File: src/rtl/rr_burst_sched_if.sv
// ---------------------------------------------------------------------------
// rr_burst_sched_if
//
// Bundle of the request/grant and engine-side signals of the round-robin
// burst scheduler.
//
//   req    : per-requester level request, bit i = requester i
//   len    : per-requester burst length, requester i at [i*LEN_W +: LEN_W];
//            a value of L asks for L+1 beats
//   rdy    : shared engine can take a beat this cycle
//   abort  : terminate the current burst early
//   gnt    : one-hot grant to the burst owner (registered)
//   gnt_id : binary index of the burst owner (registered)
//   start  : one-cycle pulse at burst start
//   step   : a beat is issued to the engine this cycle
//   done   : one-cycle pulse when the burst finishes (normal or aborted)
//   busy   : scheduler is not idle
//
// Modports:
//   master : requester/engine side (drives req, len, rdy, abort)
//   slave  : the scheduler itself
// ---------------------------------------------------------------------------
interface rr_burst_sched_if #(
    parameter int N     = 4,
    parameter int LEN_W = 4
);
    localparam int ID_W = (N > 1) ? $clog2(N) : 1;

    logic [N-1:0]       req;
    logic [N*LEN_W-1:0] len;
    logic               rdy;
    logic               abort;
    logic [N-1:0]       gnt;
    logic [ID_W-1:0]    gnt_id;
    logic               start;
    logic               step;
    logic               done;
    logic               busy;

    modport master (
        output req, len, rdy, abort,
        input  gnt, gnt_id, start, step, done, busy
    );

    modport slave (
        input  req, len, rdy, abort,
        output gnt, gnt_id, start, step, done, busy
    );
endinterface

File: src/rtl/rr_burst_sched.sv
// ---------------------------------------------------------------------------
// rr_burst_sched
//
// Round-robin scheduler that hands a shared engine to one of N requesters
// for a whole burst. A winner is picked in IDLE by searching upward from a
// rotating pointer; its length field is captured so later changes to req/len
// do not disturb the running burst. The burst then walks through
// GRANT (start pulse) -> RUN (one beat per rdy cycle, abortable) -> LAST,
// after which the pointer moves to the requester just past the owner.
//
// Ports:
//   clk   : clock, rising-edge
//   rst_n : asynchronous active-low reset
//   bus   : rr_burst_sched_if.slave (req, len, rdy, abort in;
//           gnt, gnt_id, start, step, done, busy out)
// ---------------------------------------------------------------------------
module rr_burst_sched #(
    parameter int N     = 4,
    parameter int LEN_W = 4
) (
    input  logic               clk,
    input  logic               rst_n,
    rr_burst_sched_if.slave    bus
);
    localparam int ID_W = (N > 1) ? $clog2(N) : 1;

    typedef enum logic [1:0] {
        IDLE  = 2'd0,
        GRANT = 2'd1,
        RUN   = 2'd2,
        LAST  = 2'd3
    } state_t;

    state_t             state_q, state_d;
    logic [ID_W-1:0]    ptr_q, ptr_d;
    logic [LEN_W-1:0]   cnt_q, cnt_d;
    logic [N-1:0]       gnt_q, gnt_d;
    logic [ID_W-1:0]    gnt_id_q, gnt_id_d;

    // Per-requester view of the packed length bus.
    logic [LEN_W-1:0]   len_arr [N];

    for (genvar gi = 0; gi < N; gi++) begin : g_len
        assign len_arr[gi] = bus.len[gi*LEN_W +: LEN_W];
    end

    // -----------------------------------------------------------------------
    // Round-robin winner search: first requester at or above ptr_q, wrapping
    // past N-1 back to 0.
    // -----------------------------------------------------------------------
    logic               win_found;
    logic [ID_W-1:0]    win_idx;

    always_comb begin
        int idx;
        win_found = 1'b0;
        win_idx   = '0;
        idx       = 0;
        for (int k = 0; k < N; k++) begin
            idx = int'(ptr_q) + k;
            if (idx >= N) begin
                idx = idx - N;
            end
            if (!win_found && bus.req[idx]) begin
                win_found = 1'b1;
                win_idx   = ID_W'(idx);
            end
        end
    end

    // -----------------------------------------------------------------------
    // Next-state and output logic.
    // -----------------------------------------------------------------------
    always_comb begin
        state_d   = state_q;
        ptr_d     = ptr_q;
        cnt_d     = cnt_q;
        gnt_d     = gnt_q;
        gnt_id_d  = gnt_id_q;
        bus.start = 1'b0;
        bus.step  = 1'b0;
        bus.done  = 1'b0;

        case (state_q)
            IDLE: begin
                if (win_found) begin
                    state_d          = GRANT;
                    gnt_d            = '0;
                    gnt_d[win_idx]   = 1'b1;
                    gnt_id_d         = win_idx;
                    // cnt holds the number of beats still to go after the
                    // current one, so the final beat is the one with cnt == 0.
                    cnt_d            = len_arr[win_idx];
                end
            end

            GRANT: begin
                // rdy/abort deliberately ignored: the engine sees start first.
                bus.start = 1'b1;
                state_d   = RUN;
            end

            RUN: begin
                if (bus.abort) begin
                    // Abort wins over rdy; no beat is issued this cycle.
                    bus.done = 1'b1;
                    state_d  = LAST;
                end else if (bus.rdy) begin
                    bus.step = 1'b1;
                    if (cnt_q == '0) begin
                        bus.done = 1'b1;
                        state_d  = LAST;
                    end else begin
                        cnt_d = cnt_q - 1'b1;
                    end
                end
            end

            LAST: begin
                state_d = IDLE;
                gnt_d   = '0;
                ptr_d   = (gnt_id_q == ID_W'(N - 1)) ? '0 : gnt_id_q + 1'b1;
            end

            default: begin
                state_d = IDLE;
                gnt_d   = '0;
            end
        endcase
    end

    always_ff @(posedge clk or negedge rst_n) begin
        if (!rst_n) begin
            state_q  <= IDLE;
            ptr_q    <= '0;
            cnt_q    <= '0;
            gnt_q    <= '0;
            gnt_id_q <= '0;
        end else begin
            state_q  <= state_d;
            ptr_q    <= ptr_d;
            cnt_q    <= cnt_d;
            gnt_q    <= gnt_d;
            gnt_id_q <= gnt_id_d;
        end
    end

    assign bus.gnt    = gnt_q;
    assign bus.gnt_id = gnt_id_q;
    assign bus.busy   = (state_q != IDLE);

endmodule

File: src/flat_wrapper.sv
// flat-port wrapper written by rule: the top's interface ports become plain ports
module rr_burst_sched_flat 
#(
    parameter int N     = 4,
    parameter int LEN_W = 4
)
  (clk, rst_n, bus_req, bus_len, bus_rdy, bus_abort, bus_gnt, bus_gnt_id, bus_start, bus_step, bus_done, bus_busy);
  rr_burst_sched_if #(.N(N), .LEN_W(LEN_W)) bus_i ();
  input  logic clk;
  input  logic rst_n;
  input wire logic [$bits(bus_i.req)-1:0] bus_req;
  input wire logic [$bits(bus_i.len)-1:0] bus_len;
  input wire logic [$bits(bus_i.rdy)-1:0] bus_rdy;
  input wire logic [$bits(bus_i.abort)-1:0] bus_abort;
  output wire logic [$bits(bus_i.gnt)-1:0] bus_gnt;
  output wire logic [$bits(bus_i.gnt_id)-1:0] bus_gnt_id;
  output wire logic [$bits(bus_i.start)-1:0] bus_start;
  output wire logic [$bits(bus_i.step)-1:0] bus_step;
  output wire logic [$bits(bus_i.done)-1:0] bus_done;
  output wire logic [$bits(bus_i.busy)-1:0] bus_busy;
  assign bus_i.req = bus_req;
  assign bus_i.len = bus_len;
  assign bus_i.rdy = bus_rdy;
  assign bus_i.abort = bus_abort;
  assign bus_gnt = bus_i.gnt;
  assign bus_gnt_id = bus_i.gnt_id;
  assign bus_start = bus_i.start;
  assign bus_step = bus_i.step;
  assign bus_done = bus_i.done;
  assign bus_busy = bus_i.busy;
  rr_burst_sched #(.N(N), .LEN_W(LEN_W)) u_core (.clk(clk), .rst_n(rst_n), .bus(bus_i));
endmodule
File: config.mk
export PLATFORM = sky130hd
export DESIGN_NAME = rr_burst_sched_flat
export DESIGN_NICKNAME = d
export VERILOG_FILES = /design/src/rtl/rr_burst_sched_if.sv /design/src/rtl/rr_burst_sched.sv /design/src/flat_wrapper.sv
export SDC_FILE = /design/constraint.sdc
export NUM_CORES = 1
export LEC_CHECK = 0
export ABC_AREA = 1
export CORE_AREA = 2 2 56 58
export CTS_CLUSTER_DIAMETER = 40
export DETAILED_ROUTE_END_ITERATION = 16
export DIE_AREA = 0 0 58 60
export PLACE_DENSITY = 0.76
export SETUP_SLACK_MARGIN = 0.2
export SYNTH_ARGS = -nofsm -noshare
export SYNTH_HDL_FRONTEND = slang
export SYNTH_SLANG_ARGS = --single-unit
File: constraint.sdc
create_clock -name clk -period 1.8 [get_ports clk]
set_input_delay 0.27 -clock clk [delete_from_list [all_inputs] [get_ports clk]]
set_output_delay 0.27 -clock clk [all_outputs]
set_load 0.01 [all_outputs]
==> metrics <==
distinct cell type count after synthesis 28; number of buffers added on ports 33; reg2reg setup slack -0.07 ns; Post-Route WL between 3000 and 4000 um; initial antenna violation count 0; worst hold slack 0.391 ns; Max clock buf depth 2; Relative slew margins 0.581; area leader, netlist dfrtp_1; Setup Crit Path Kind flip-flop to flip-flop; vias in the first global route between 1000 and 1500; CTS tree done; worst endpoint required time just under 2 ns; Die X roughly 58 um; final setup vio count 5; Critical R2R Launch u_core.ptr_q[0]; Synth async-reset ratio 1.00; fin cells ~280; maxcap violations 0; clock skew 0.00518 ns; most frequent cell after synthesis nand2_1; cts bufs inserted 3; HPWL Detailed 2470 um; hold-fix buffers at CTS 0; Top FF cell, synth dfrtp_1; Area Overhead vs Synth 60.1%; Nets about 280; Starting Density 0.458; grt total ovfl 0; Max Slew Vio Count 0; most instantiated cells after synthesis nand2_1 (66), inv_1 (20), dfrtp_1 (14); CP cell instances buf_6 -> nand2_4 -> nand2_4 -> nand2_4 -> nand2_4 -> nor2_8 -> nand2_2 -> nand3_4 -> nand2_4 -> nand3_1 -> nand3_2 -> o21bai_1 -> nand2_1; CP Capture Type flip-flop; pre-CTS setup slack -0.221 ns; via count around 1400; fraction of layout cells with a size suffix above 1 0.396; I/O pin count 34; Slowest-stage cell, CP dfrtp_2; std cell rows 20; share of the synthesized area in the top cell type 0.264; GR Util All Layers 0.186; DRC errors left 0; first-pass GRT wire length between 5000 and 6000 um; CTS sink cnt 14; Reg2Reg Depth 13; worst-margin pin slew roughly 0.63 ns; DIE AREA roughly 0.0035 mm^2; Post-synth EDFFs 0; Arrival @ worst endpoint ~2 ns; violated checks setup timing; post-route ant nets 0; Final Hold Violating Endpoints 0; final setup margin -0.0650 ns; Vias per Instance approximately 5; Setup crit start kind flip-flop; clock latency at the later pin of the worst-skew pair between 0.2 and 0.3 ns; # diodes 0; Post-Synthesis Cells approximately 180; ranking of synthesized cells by area dfrtp_1 (26%), nand2_1 (19%), ha_1 (7.5%); core area between 0.002 and 0.003 mm^2; HP Class primary input to async pin; TNS Setup -0.208 ns; htree depth 1; post-synthesis cell area 0.00133 mm^2; final core occ 0.733; clock-pin slew on the worst setup and hold paths roughly 0.080 ns; syn_nets approximately 220; Peak VDD IR 1660 uV; pin count of the biggest net entering global routing 15; RD Place Congestion about 0.8; 1st-iter DRT viols 49; CP max stage delay around 0.45 ns; Power Dens Cells ~2100 mW/mm^2; RSZ-0062 raised after global routing yes; CP max FO 5; minimum clock period 1.87 ns; Fmax 0.536 GHz; Cells after DPL 270; crit share post-route 1.04; clock root buffer clkbuf_4; Lkg Pwr around 0.0011 uW; critical path's most frequent cell nand2_4; Die Ht roughly 60 um; drt first pass iters 4; status finished, violations left; reg2reg end u_core.cnt_q[3]; yosys synthesis warning count 0; sequential area share after synthesis 0.264; flops & latches, synth 14; Mean Syn Cell Area a little over 7 um^2; routed len/inst between 10 and 15 um
## how the worst max path moves through the flow
stage                    startpoint              end  slack, ns  depth (start not counted)
floorplan           u_core.ptr_q[0]  u_core.cnt_q[2]       0.16                         13
global placement         bus_req[2]  u_core.cnt_q[2]      -0.21                         16
detailed placement       bus_req[2]  u_core.cnt_q[2]      -0.22                         16
CTS                 u_core.ptr_q[0]  u_core.cnt_q[2]      -0.02                         15
global route        u_core.ptr_q[0]  u_core.cnt_q[2]      -0.18                         14
finish              u_core.ptr_q[0]  u_core.cnt_q[3]      -0.07                         13
## critical path: cells and delay by family (launching register included)
family	cells	cell delay (ns)
buffers and inverters	1	0.14
AOI/OAI and AO/OA	1	0.14
DFF	1	0.45
and+or+nand+nor	11	1.04
## cells in the final DEF (no fill, tap or decap), drive strengths merged, types with 2 or more instances in the layout
cell / count
nand2: 79
buf: 33
clkdlybuf4s50: 29
inv: 24
nand3: 18
dfrtp: 14
a21oi: 8
ha: 8
nor2: 7
o21ai: 7
nand4: 6
o32ai: 5
clkbuf: 3
clkdlybuf4s15: 2
## metal layers
| metal | global-route usage | vias to the layer above | wire, um |
|---|---|---|---|
| met2 | 0.328 | 32 | 1800 |
| li1 | - | 731 | - |
| met4 | 0.0432 | 0 | 0 |
| met3 | 0.0173 | 0 | 140 |
| met1 | 0.245 | 639 | 1560 |
| met5 | 0 | - | 0 |
## report_power, final
| group | internal, uW | switching [uW] | leakage, uW |
|---|---|---|---|
| Sequential | 461 | 120 | 0.000174 |
| Combinational | 1660 | 2080 | 0.000875 |
| Clock | 77.0 | 85.7 | 0.0000138 |
## area by class of cell
class | count | area (um^2)
Timing Repair Buffer | 65 | 582
Clock buffer | 3 | 22.5
Tap cell | 33 | 41.3
Sequential cell | 14 | 352
Multi-Input combinational cell | 143 | 1030
Fill cell | 214 | 776
Inverter | 25 | 101
## registers in the layout (all words and copies together), names as in the netlist
name,count
u_core.cnt_q,4
u_core.state_q,2
u_core.bus.gnt,4
u_core.bus.gnt_id,2
u_core.ptr_q,2
## per-stage QoR
| stage | power [uW] | area [um^2] |
|---|---|---|
| floorplan | 2620 | 1350 |
| global placement | 3540 | 1880 |
| detailed placement | 3570 | 1880 |
| CTS | 3910 | 1950 |
| global route | 4850 | 2130 |
| finish | 4480 | 2130 |
## kinds of logic (layout without fill, tap and decap cells)
family / Yosys count / count (layout) / share of synthesized area
DFF: 14 / 14 / 0.264
AOI/OAI and AO/OA: 22 / 22 / 0.112
buffers and inverters: 27 / 93 / 0.0895
adders and majority gates: 8 / 8 / 0.0753
xor gates and xnor gates: 1 / 1 / 0.00659
and+or+nand+nor: 111 / 112 / 0.453
## timing repair
item | 4_1_cts | 5_1_grt
pin swaps | 0 | 12
setup buffers | 2 | 7
gates resized for setup | 23 | 30
cloned | 1 | 0
endpoints found under the setup margin | 16 | 15
Note: power is estimated with default switching activity, not from simulation.
